$ cat config.mk
export PLATFORM = sky130hd
export DESIGN_NAME = psum_drain_ctrl
export DESIGN_NICKNAME = d
export VERILOG_FILES = /design/src/rtl/psum_drain_ctrl.sv
export SDC_FILE = /design/constraint.sdc
export NUM_CORES = 1
export LEC_CHECK = 0
export CELL_PAD_IN_SITES_DETAIL_PLACEMENT = 0
export CELL_PAD_IN_SITES_GLOBAL_PLACEMENT = 1
export CORE_ASPECT_RATIO = 1.75
export CORE_MARGIN = 2
export CORE_UTILIZATION = 40
export DETAILED_ROUTE_END_ITERATION = 12
export PLACE_DENSITY_LB_ADDON = 0.3
export SLEW_MARGIN = 20
export SYNTH_ARGS = -nofsm -noshare
export SYNTH_HDL_FRONTEND = slang
export SYNTH_SLANG_ARGS = --single-unit
$ cat constraint.sdc
create_clock -name clk -period 4.2 [get_ports clk]
set_clock_uncertainty 0.05 [all_clocks]
set_input_delay 0.84 -clock clk [delete_from_list [all_inputs] [get_ports clk]]
set_output_delay 0.84 -clock clk [all_outputs]
set_load 0.05 [all_outputs]
$ cat src/rtl/psum_drain_ctrl.sv
// psum_drain_ctrl
//   On each rising edge of compute_done, reads one output row (X_dim psums) from the
//   four cluster psum GLBs and serialises the words onto a single valid/ready stream.
//   Within a column the beat order is west_0, west_1, east_0, east_1. The output-row
//   index is tracked internally and wraps after NUM_ROWS rows.
//
// Ports
//   clk, reset            clock; asynchronous active-high reset
//   compute_done          level from the array; a rising edge means one row is ready
//   r_req_psum/r_addr_psum  read request and address, broadcast to all four GLBs
//   r_data_psum_*         GLB read data, valid one cycle after r_req_psum
//   out_valid/out_ready   stream handshake
//   out_data              psum word (ReLU-clamped when PSUM_RELU_EN is defined)
//   out_cluster/col/row   beat indices; out_last marks cluster 3 of column X_dim-1
//   row_done/frame_done   1-cycle pulses after the last beat of a row / of a frame
//   overrun               sticky; an edge arrived while a request was already pending
//
// Build option
//   PSUM_RELU_EN          when defined, negative words (MSB set) are emitted as zero
module psum_drain_ctrl #(
  parameter int DATA_BITWIDTH  = 16,
  parameter int ADDR_BITWIDTH  = 8,
  parameter int PSUM_LOAD_ADDR = 0,
  parameter int X_dim          = 5,
  parameter int NUM_ROWS       = 5
) (
  input  logic                     clk,
  input  logic                     reset,
  input  logic                     compute_done,
  output logic                     r_req_psum,
  output logic [ADDR_BITWIDTH-1:0] r_addr_psum,
  input  logic [DATA_BITWIDTH-1:0] r_data_psum_west_0,
  input  logic [DATA_BITWIDTH-1:0] r_data_psum_west_1,
  input  logic [DATA_BITWIDTH-1:0] r_data_psum_east_0,
  input  logic [DATA_BITWIDTH-1:0] r_data_psum_east_1,
  output logic                     out_valid,
  input  logic                     out_ready,
  output logic [DATA_BITWIDTH-1:0] out_data,
  output logic [1:0]               out_cluster,
  output logic [7:0]               out_col,
  output logic [7:0]               out_row,
  output logic                     out_last,
  output logic                     row_done,
  output logic                     frame_done,
  output logic                     overrun
);

  typedef enum logic [1:0] {S_IDLE, S_ISSUE, S_WAIT, S_EMIT} state_t;

  localparam logic [7:0] LAST_COL = 8'(X_dim - 1);
  localparam logic [7:0] LAST_ROW = 8'(NUM_ROWS - 1);

  state_t                   state_q, state_d;
  logic                     cd_q, cd_d;
  logic                     pending_q, pending_d;
  logic                     overrun_q, overrun_d;
  logic [7:0]               row_q, row_d;
  logic [7:0]               col_q, col_d;
  logic [1:0]               k_q, k_d;
  logic [ADDR_BITWIDTH-1:0] addr_q, addr_d;
  logic [DATA_BITWIDTH-1:0] hold_q [4];
  logic [DATA_BITWIDTH-1:0] hold_d [4];
  logic                     row_done_q, row_done_d;
  logic                     frame_done_q, frame_done_d;

  logic                     cd_rise;
  logic                     take_pending;
  logic [ADDR_BITWIDTH-1:0] cur_addr;
  logic [DATA_BITWIDTH-1:0] beat_data;

  assign cd_rise      = compute_done & ~cd_q;
  assign take_pending = (state_q == S_IDLE) && pending_q;
  assign cur_addr     = ADDR_BITWIDTH'(32'(PSUM_LOAD_ADDR) + 32'(row_q) * 32'(X_dim) + 32'(col_q));

`ifdef PSUM_RELU_EN
  assign beat_data = hold_q[k_q][DATA_BITWIDTH-1] ? '0 : hold_q[k_q];
`else
  assign beat_data = hold_q[k_q];
`endif

  always_comb begin
    state_d      = state_q;
    cd_d         = compute_done;
    pending_d    = pending_q;
    overrun_d    = overrun_q;
    row_d        = row_q;
    col_d        = col_q;
    k_d          = k_q;
    addr_d       = addr_q;
    hold_d       = hold_q;
    row_done_d   = 1'b0;
    frame_done_d = 1'b0;

    // Consumption and a fresh edge in the same cycle leave exactly one request pending;
    // an edge that finds an unconsumed request is dropped and flagged.
    if (take_pending) pending_d = 1'b0;
    if (cd_rise) begin
      if (pending_q && !take_pending) overrun_d = 1'b1;
      pending_d = 1'b1;
    end

    unique case (state_q)
      S_IDLE: begin
        if (pending_q) state_d = S_ISSUE;
      end
      S_ISSUE: begin
        addr_d  = cur_addr;
        state_d = S_WAIT;
      end
      S_WAIT: begin
        hold_d[0] = r_data_psum_west_0;
        hold_d[1] = r_data_psum_west_1;
        hold_d[2] = r_data_psum_east_0;
        hold_d[3] = r_data_psum_east_1;
        k_d       = 2'd0;
        state_d   = S_EMIT;
      end
      S_EMIT: begin
        if (out_ready) begin
          if (k_q != 2'd3) begin
            k_d = k_q + 2'd1;
          end else begin
            k_d = 2'd0;
            if (col_q != LAST_COL) begin
              col_d   = col_q + 8'd1;
              state_d = S_ISSUE;
            end else begin
              col_d      = 8'd0;
              row_done_d = 1'b1;
              state_d    = S_IDLE;
              if (row_q == LAST_ROW) begin
                row_d        = 8'd0;
                frame_done_d = 1'b1;
              end else begin
                row_d = row_q + 8'd1;
              end
            end
          end
        end
      end
      default: state_d = S_IDLE;
    endcase
  end

  always_ff @(posedge clk or posedge reset) begin
    if (reset) begin
      state_q      <= S_IDLE;
      cd_q         <= 1'b0;
      pending_q    <= 1'b0;
      overrun_q    <= 1'b0;
      row_q        <= '0;
      col_q        <= '0;
      k_q          <= '0;
      addr_q       <= '0;
      hold_q       <= '{default: '0};
      row_done_q   <= 1'b0;
      frame_done_q <= 1'b0;
    end else begin
      state_q      <= state_d;
      cd_q         <= cd_d;
      pending_q    <= pending_d;
      overrun_q    <= overrun_d;
      row_q        <= row_d;
      col_q        <= col_d;
      k_q          <= k_d;
      addr_q       <= addr_d;
      hold_q       <= hold_d;
      row_done_q   <= row_done_d;
      frame_done_q <= frame_done_d;
    end
  end

  // The address is driven live during ISSUE and held afterwards.
  assign r_req_psum  = (state_q == S_ISSUE);
  assign r_addr_psum = r_req_psum ? cur_addr : addr_q;

  assign out_valid   = (state_q == S_EMIT);
  assign out_data    = beat_data;
  assign out_cluster = k_q;
  assign out_col     = col_q;
  assign out_row     = row_q;
  assign out_last    = out_valid && (k_q == 2'd3) && (col_q == LAST_COL);
  assign row_done    = row_done_q;
  assign frame_done  = frame_done_q;
  assign overrun     = overrun_q;

endmodule

==> reports/qor.csv <==
metric;value;unit
grt_pass1_vias;3476;
syn-num-nets;454;
final_common_cell;clkdlybuf4s50_1;
layout_common_cells;110 x clkdlybuf4s50_1, 97 x dfrtp_1, 69 x mux2_2, 28 x inv_1, 22 x ha_1;
grt_usage;16.8;%
synthArstFlopShare;100;%
syn-cell-area;4850;um2
slowest_delay;0.49;ns
wire_per_inst;17.0;um
insertedDiodeCount;0;
power;4.95;mW
path_class;reg2out;
avgSynthCellArea;13.6;um2
worst-path-max-fanout;10;
grt_max_degree;56;
outcome;completed;
grt.overflow.total;0;
worstPathRequired;3.31;ns
cp_slowest_cell;dfrtp_1;
ant_nets;0;
drt_iter0_markers;67;
min_period;4.03;ns
rows;53;
synth_seq_cells;97;
cts_made_buffers;9;
cts_tree;done;
finalNetCount;572;
postSynthCellCount;358;
path_buf_inv;1;
synth_edf_count;0;
hold_viol;0;
setup_tns;0;ns
die_x;87.3;um
totalWireLength;10.5;mm
cts_max_path_buffers;2;
place_hpwl;7.90;mm
powerDensity;771;nW/um2
ir_worst_vdd;460;uV
fillers;1058;
post-cts-setup-buffers;0;
cts_sinks;97;
crit_path_end_kind;output port;
cp_common_cell;ha_1;
vias;3253;
via_per_inst;5.26;
dp_slack;0.479;ns
leakage;2.69;nW
cts_root_buf;clkbuf_16;
yosys_warnings;0;
worst_pin_slew;0.679;ns
critPathArrivalTime;3.14;ns
cts_hold_repair.buffers;0;
relSlewSlack;54.7;%
hold_ws;0.425;ns
slew_violations;0;
syn2layout_area_growth;32.4;%
clkSlewWorstSetupHoldPaths;0.07;ns
fin_ws;0.169;ns
start_util;40.6;%
die-height;150;um
ys_seq_area_share;50.0;%
core_area;11900;um2
antenna_found_initial;0;
path_delay_family;adder cells;
setup_viol;0;
portBuffers;115;
synth_cell_types;51;
clock.fmax;0.248;GHz
path_cells;ha_1 -> fa_1 -> ha_1 -> a211oi_1 -> o21ai_0 -> and4_1 -> a211o_1 -> buf_4;
max-cap-violations;0;
crit_path_start_kind;flop;
fin_crit_sh;96.0;%
io_pins;116;
gp_congestion;0.809;
htree_levels;3;
dr.pass1.iters;4;
grt_pass1_wl;16.9;mm
drive_above_1_share;25.2;%
remaining_drc_errors;0;
rsz0062_at_grt;false;
synth-main-ff-cell;dfrtp_1;
dieArea;13100;um2
hold_path_class;reg2reg;
clk_latency;0.34;ns
## power by group
group | leakage, nW | internal [mW] | switching (mW)
sequential | 1.14 | 1.33 | 0.216
combinational | 1.43 | 1.17 | 1.45
clock | 0.125 | 0.410 | 0.369
total | 2.69 | 2.91 | 2.04
## synth_stat cells (6+ instances only)
library cell / n / share of area [%]
dfrtp_1: 97 / 50
mux2_2: 69 / 16
inv_1: 29 / 2.2
ha_1: 23 / 5.9
mux4_2: 16 / 7.4
nand2_1: 12 / 0.93
nor2_1: 12 / 0.93
o21ai_0: 12 / 1.2
nand3_1: 8 / 0.83
buf_2: 6 / 0.62
xnor2_1: 6 / 1.1
## per-stage QoR
stage / std cells / area, um2 / utilization, %
after global routing: 618 / 6420 / 53.8
after floorplan: 358 / 4850 / -
after CTS: 618 / 6420 / 53.8
final: 618 / 6420 / 53.8
after global placement: 602 / 6140 / 51.4
after detailed placement: 602 / 6140 / 51.4
## per-layer routing
metal,share of wire (%),GRT usage [%]
met1,38,19.0
met2,54,29.4
met3,6.2,5.07
met4,1.9,5.62
met5,0,0
## area by class of cell
cell class                      count  area [um2]  area share, %
Clock buffer                       10         229           3.56
Clock inverter                      6        52.6          0.818
Inverter                           30         120           1.87
Multi-Input combinational cell    217        2230           34.8
Sequential cell                    97        2430           37.8
Tap cell                          137         171           2.67
Timing Repair Buffer              121        1190           18.5
## worst reg2reg max path, stage by stage (launching register included)
cell,delay [ns]
dfrtp_1,0.49
ha_1,0.35
fa_1,0.48
ha_1,0.37
a211oi_1,0.30
o21ai_0,0.17
and4_1,0.22
a211o_1,0.24
## state kept, by name, indices dropped and copies added (netlist names)
name,count
out_col,8
row_done,1
out_cluster,2
cd_q,1
out_row,8
overrun,1
pending_q,1
addr_q,8
frame_done,1
state_q,2
hold_q,64
## repair_timing
action | 4_1_cts | 5_1_grt
gates resized for setup | 0 | 1
hold endpoints to repair | 0 | 0
setup endpoints to repair | 0 | 1
## worst paths after layout
kind                                        start                endpoint  slack (ns)  depth (start not counted)
min reg2reg                        cd_q$_DFF_PP0_   pending_q$_DFFE_PP0P_        0.42                          1
min                                cd_q$_DFF_PP0_   pending_q$_DFFE_PP0P_        0.42                          1
max in group asynchronous                   reset  hold_q[25]$_DFFE_PP0P_        2.40                          3
max                        out_row[3]$_DFFE_PP0P_          r_addr_psum[7]        0.17                          8
max reg2reg                out_row[3]$_DFFE_PP0P_     addr_q[7]$_DFF_PP0_        1.42                          7
min in group asynchronous                   reset     addr_q[5]$_DFF_PP0_        0.90                          2
## logic make-up after synthesis
logic type	count (synthesis)	synth area share [%]
flops	97	50.0
mux	87	23.9
simple gates	53	6.60
buf+inv	44	3.97
compound gates	36	4.77
fa+ha+maj	28	7.99
xor+xnor	13	2.78
No activity file was read; power rests on OpenSTA's default activity.
